**config.mk**
```make
export PLATFORM = sky130hd
export DESIGN_NAME = seq_mag_cmp
export DESIGN_NICKNAME = d
export VERILOG_FILES = /design/src/rtl/seq_mag_cmp.sv
export SDC_FILE = /design/constraint.sdc
export NUM_CORES = 1
export LEC_CHECK = 0
export CAP_MARGIN = 30
export CORE_UTILIZATION = 54
export DETAILED_ROUTE_END_ITERATION = 6
export PLACE_DENSITY = 0.94
export SYNTH_ARGS = -nofsm -noshare
export SYNTH_HDL_FRONTEND = slang
export SYNTH_SLANG_ARGS = --single-unit
```
**constraint.sdc**
```tcl
create_clock -name clk -period 4.2 [get_ports clk]
set_input_delay 0.84 -clock clk [delete_from_list [all_inputs] [get_ports clk]]
set_output_delay 0.84 -clock clk [all_outputs]
set_load 0.01 [all_outputs]
```
**src/rtl/seq_mag_cmp.sv**
```systemverilog
// seq_mag_cmp: multi-cycle, cascadable magnitude comparator. Compares one SLICE-bit slice per clock, MSB slice first, and stops at the first unequal slice.
// Optional feature macro: SEQ_MAG_CMP_SIGNED_EN adds the signed_mode port (two's-complement ordering).
module seq_mag_cmp #(
  parameter int WIDTH = 16,
  parameter int SLICE = 4
) (
  input  logic             clk,
  input  logic             rst_n,
  input  logic             start,
  input  logic [WIDTH-1:0] a,
  input  logic [WIDTH-1:0] b,
  input  logic             eq_in,
  input  logic             gt_in,
`ifdef SEQ_MAG_CMP_SIGNED_EN
  input  logic             signed_mode,
`endif
  output logic             busy,
  output logic             done,
  output logic             EQ,
  output logic             GT,
  output logic             LT
);

  localparam int NSLICE = WIDTH / SLICE;
  localparam int IDXW   = (NSLICE > 1) ? $clog2(NSLICE) : 1;
  localparam logic [IDXW-1:0] IDX_TOP = IDXW'(NSLICE - 1);

  typedef enum logic [1:0] {
    IDLE = 2'd0,
    RUN  = 2'd1,
    DONE = 2'd2
  } state_t;

  state_t           state, state_nxt;
  logic [WIDTH-1:0] a_l, b_l, a_nxt, b_nxt, msb_flip;
  logic             eq_in_l, gt_in_l, eq_in_nxt, gt_in_nxt;
  logic [IDXW-1:0]  idx, idx_nxt;
  logic             eq_nxt, gt_nxt, lt_nxt;
  logic [SLICE-1:0] a_sl, b_sl;
  logic [1:0]       sl_res;

  // Returns {x greater than y, x less than y} for one unsigned slice.
  function automatic logic [1:0] slice_cmp(input logic [SLICE-1:0] x, input logic [SLICE-1:0] y);
    slice_cmp = {(x > y), (x < y)};
  endfunction

  assign a_sl   = a_l[int'(idx) * SLICE +: SLICE];
  assign b_sl   = b_l[int'(idx) * SLICE +: SLICE];
  assign sl_res = slice_cmp(a_sl, b_sl);

  // Signed ordering is obtained by flipping the sign bit of both operands at latch time.
  always_comb begin
    msb_flip = '0;
`ifdef SEQ_MAG_CMP_SIGNED_EN
    msb_flip[WIDTH-1] = signed_mode;
`else
    msb_flip[WIDTH-1] = 1'b0;
`endif
  end

  // Next-state, operand latch and result computation.
  always_comb begin
    state_nxt = state;
    idx_nxt   = idx;
    a_nxt     = a_l;
    b_nxt     = b_l;
    eq_in_nxt = eq_in_l;
    gt_in_nxt = gt_in_l;
    eq_nxt    = EQ;
    gt_nxt    = GT;
    lt_nxt    = LT;
    case (state)
      IDLE, DONE: begin
        if (start) begin
          state_nxt = RUN;
          idx_nxt   = IDX_TOP;
          a_nxt     = a ^ msb_flip;
          b_nxt     = b ^ msb_flip;
          eq_in_nxt = eq_in;
          gt_in_nxt = gt_in;
        end else begin
          state_nxt = IDLE;
        end
      end
      RUN: begin
        if (sl_res[1]) begin
          state_nxt = DONE;
          eq_nxt    = 1'b0;
          gt_nxt    = 1'b1;
          lt_nxt    = 1'b0;
        end else if (sl_res[0]) begin
          state_nxt = DONE;
          eq_nxt    = 1'b0;
          gt_nxt    = 1'b0;
          lt_nxt    = 1'b1;
        end else if (idx != '0) begin
          idx_nxt = idx - IDXW'(1);
        end else begin
          // Operands fully equal: the less-significant stage decides.
          state_nxt = DONE;
          eq_nxt    = eq_in_l;
          gt_nxt    = gt_in_l & ~eq_in_l;
          lt_nxt    = ~eq_in_l & ~gt_in_l;
        end
      end
      default: begin
        state_nxt = IDLE;
      end
    endcase
  end

  // State, latched operands and registered outputs.
  always_ff @(posedge clk or negedge rst_n) begin
    if (!rst_n) begin
      state   <= IDLE;
      idx     <= '0;
      a_l     <= '0;
      b_l     <= '0;
      eq_in_l <= 1'b0;
      gt_in_l <= 1'b0;
      busy    <= 1'b0;
      done    <= 1'b0;
      EQ      <= 1'b0;
      GT      <= 1'b0;
      LT      <= 1'b0;
    end else begin
      state   <= state_nxt;
      idx     <= idx_nxt;
      a_l     <= a_nxt;
      b_l     <= b_nxt;
      eq_in_l <= eq_in_nxt;
      gt_in_l <= gt_in_nxt;
      busy    <= (state_nxt == RUN);
      done    <= (state_nxt == DONE);
      EQ      <= eq_nxt;
      GT      <= gt_nxt;
      LT      <= lt_nxt;
    end
  end

endmodule

```
==> results.txt <==
----------------------------------------------------
[Outcome]
  Outcome ... finished clean

[Yosys]
  Synth unique cells ... 25
  Count of flip-flops with a built-in enable after synthesis ... 0
  Leading post-synthesis cells by cell area ... dfrtp_1, mux2_2, mux4_2
  Post-synthesis async set-or-reset flop share ... 1.000
  Share of Yosys cell area claimed by the top area cell type ... 0.5460
  Sequential share of the synthesized area ... 0.5460
  Average cell area after synthesis ... approximately 15 sq um
  Synthesized flop and latch total ... 43
  Cell type contributing the most total cell area after synthesis ... dfrtp_1
  Most used DFF post-synth ... dfrtp_1
  Count of synthesis-stage warnings from yosys ... 0
  Mapped Cells ... 131
  Post-synth net total ... 173
  Mapped Area ... 1971 sq um

[Detailed routing]
  Wire length after detailed routing ... around 3600 um
  Vias per cell ... 5.495
  Via Count ... between 1000 and 1500
  Number of DRC violations after detailed-routing iteration 0 ... 38
  DRC violations left ... 0
  Iteration count of the initial detailed-routing pass ... 4
  Routed WL per cell ... ~16 um
  Routed Antenna Nets ... 0

[Timing]
  Minimum period implied by the final worst setup slack ... 2.790 ns
  Worst slew slack as a fraction of its limit ... 0.3583
  Worst Skew ... 0.008031 ns
  Final setup TNS ... 0 ns
  Number of max-slew violations in the final report ... 0
  Hold violation count in the final report ... 0
  Final worst-path cycle share ... 0.6642
  Setup-failing EPs final ... 0
  RSZ-0062 raised after global routing ... no
  Actual transition at the worst max-transition pin ... a little under 1 ns
  Highest clock frequency the design can meet ... 358.4 MHz

[Power and ir drop]
  PwrDens ... 487.0 nW/um^2
  P_int ... 872.6 uW
  Sum of internal, switching and leakage power ... roughly 1200 uW
  Sequential fraction of design power ... 0.474
  Combinational Power Share ... 0.324
  Switching power share of the total ... 0.2844
  Peak supply drop ... between 0.2 and 0.3 mV
  Switching component of the power ... 346.8 uW
  Leakage component of the power ... ~0.0011 uW
  Part of the power in the clock network ... 0.202

[Layout]
  Sequential standard cell area ... 1076 sq um
  Combined area of the multi-input logic cells ... around 840 sq um
  Number of nets at the end of the flow ... 216
  Count of antenna diodes in the layout ... 0
  Ratio of cells with drive above 1 in the final layout ... 0.3161
  Relative area change from synthesis to final layout ... 27.05%
  Commonest cells after routing, fill and taps aside ... dfrtp_1, clkdlybuf4s50_1, mux2_2, mux4_2, inv_1
  Commonest non-fill, non-tap cell in the layout ... dfrtp_1
  Fill cell instance count of the final layout ... 231
  Core occupancy in the finished layout ... 0.7330

[CTS]
  Worst-Skew Late Latency ... 0.35 ns
  Cts hold-fix bufs ... 0
  Setup bufs post-CTS ... 0
  Clock buffer depth ... 2
  CTS buffer count ... 5
  H-Tree Depth ... 2
  Number of gates given a new drive strength after cts ... 0
  Sinks on Clock Net ... 43
  Root buf cell ... clkbuf_4
  Clock-pin transition on the worst setup and hold timing paths ... 0.12 ns
  TritonCTS clock tree ... built

[Floorplanning]
  Standard-cell rows ... 21
  Die width ... 62.41 um
  Effective utilization at floorplan ... 0.5769
  Core box area ... ~3400 sq um
  Die Y ... 62.41 um
  Top-Level Pins ... 42
  DIE AREA ... 3895 sq um

[Setup path]
  Critical Path Sink Type ... flip-flop
  WS Path Type ... reg -> reg
  Worst Path Required ... 4.44 ns
  Worst-path fanout max ... 11
  CP arrival ... 3.03 ns
  Launching element type of the critical path ... flip-flop
  Number of cells on the worst reg-to-reg path ... 7

[Flow run]
  Maxcap violations ... 0

[Worst hold path]
  Worst min-delay path category ... in -> async

[Placement]
  Placer's final routability congestion estimate ... between 0.8 and 0.9
  Number of buffers added on ports ... 41
  Total half-perimeter wirelength after legalization and detailed placement ... 2760 um

[GRT]
  Initial antenna violation count ... 0
  All-Layer GR Usage ... 0.2140
  Number of global-route vias before repair ... 1295
  Wire length of the first global-routing pass ... roughly 6300 um
  Largest net degree at the start of global routing ... 44
  Overall overflow remaining after global route ... 0

----------------------------------------------------
==> cells in the mapped netlist, types with 2 or more instances <==
cell	count
nand2_1	2
ha_1	5
dfrtp_1	43
mux4_2	8
nor2b_1	2
inv_1	8
nor2_1	5
mux2i_1	2
buf_2	5
or2b_1	2
o311a_1	2
mux2_2	34
==> layer usage <==
metal	global-route usage	wire length, um	vias up
met1	0.2710	1484	607
li1	-	-	562
met3	0.04745	142	9
met4	0.09884	97	0
met2	0.3519	1860	31
met5	0	0	-
==> path summary, 6_finish.rpt <==
| kind | from | to | slack (ns) |
|---|---|---|---|
| setup / recovery | idx[0] | busy | 1.41 |
| hold / removal | rst_n | state[1] | 0.45 |
| setup reg to reg | idx[0] | busy | 1.41 |
| hold reg to reg | a_l[6] | a_l[6] | 0.52 |
| max in group asynchronous | rst_n | a_l[0] | 3.55 |
| min in group clk | a_l[6] | a_l[6] | 0.52 |
==> cells by family after synthesis <==
logic type,synth area share
AND/OR/NAND/NOR,0.04889
buffers and inverters,0.02984
adder cells (fa/ha/maj),0.03175
flip-flops,0.5460
multiplexers,0.2959
AO/OA/AOI/OAI,0.04762
==> area by class of cell <==
| type | count | share of cell area |
|---|---|---|
| clock buffers | 6 | 0.01649 |
| clock inverters | 1 | 0.01199 |
| inverters | 8 | 0.01199 |
| flip-flops and latches | 43 | 0.4298 |
| well taps | 46 | 0.02299 |
| multi-input cells | 74 | 0.3368 |
| repair buffers | 42 | 0.1699 |
==> power groups by stage <==
stage | Combinational, uW | Sequential [uW] | Clock [uW]
2_1_floorplan | 290 | 558 | 0
3_3_place_gp | 374 | 578 | 0
3_5_place_dp | 394 | 590 | 0
4_1_cts | 396 | 581 | 248
5_1_grt | 430 | 592 | 263
6_report | 395 | 578 | 246
==> stage by stage <==
stage | cells | setup WS (ns) | hold slack, ns | area [sq um]
global placement | 212 | 1.509 | 0.4886 | 2412
finish | 220 | 1.410 | 0.4539 | 2504
floorplan | 131 | 1.696 | 0.4752 | 1971
global route | 220 | 1.265 | 0.4692 | 2504
CTS | 219 | 1.389 | 0.5225 | 2484
detailed placement | 212 | 1.402 | 0.4959 | 2412
==> state kept, by name (all words and copies together) (netlist names), 2 cells and up <==
name	count
b_l	16
state	2
a_l	16
idx	2
==> critical path, cell delays in order, from the launching register on <==
cell       delay [ns]
dfrtp_1          0.71
mux4_2           0.60
inv_1            0.08
ha_1             0.25
and2b_1          0.21
a2111oi_4        0.39
or4_4            0.23
or2b_1           0.22
No activity file was read; power rests on OpenSTA's default activity.
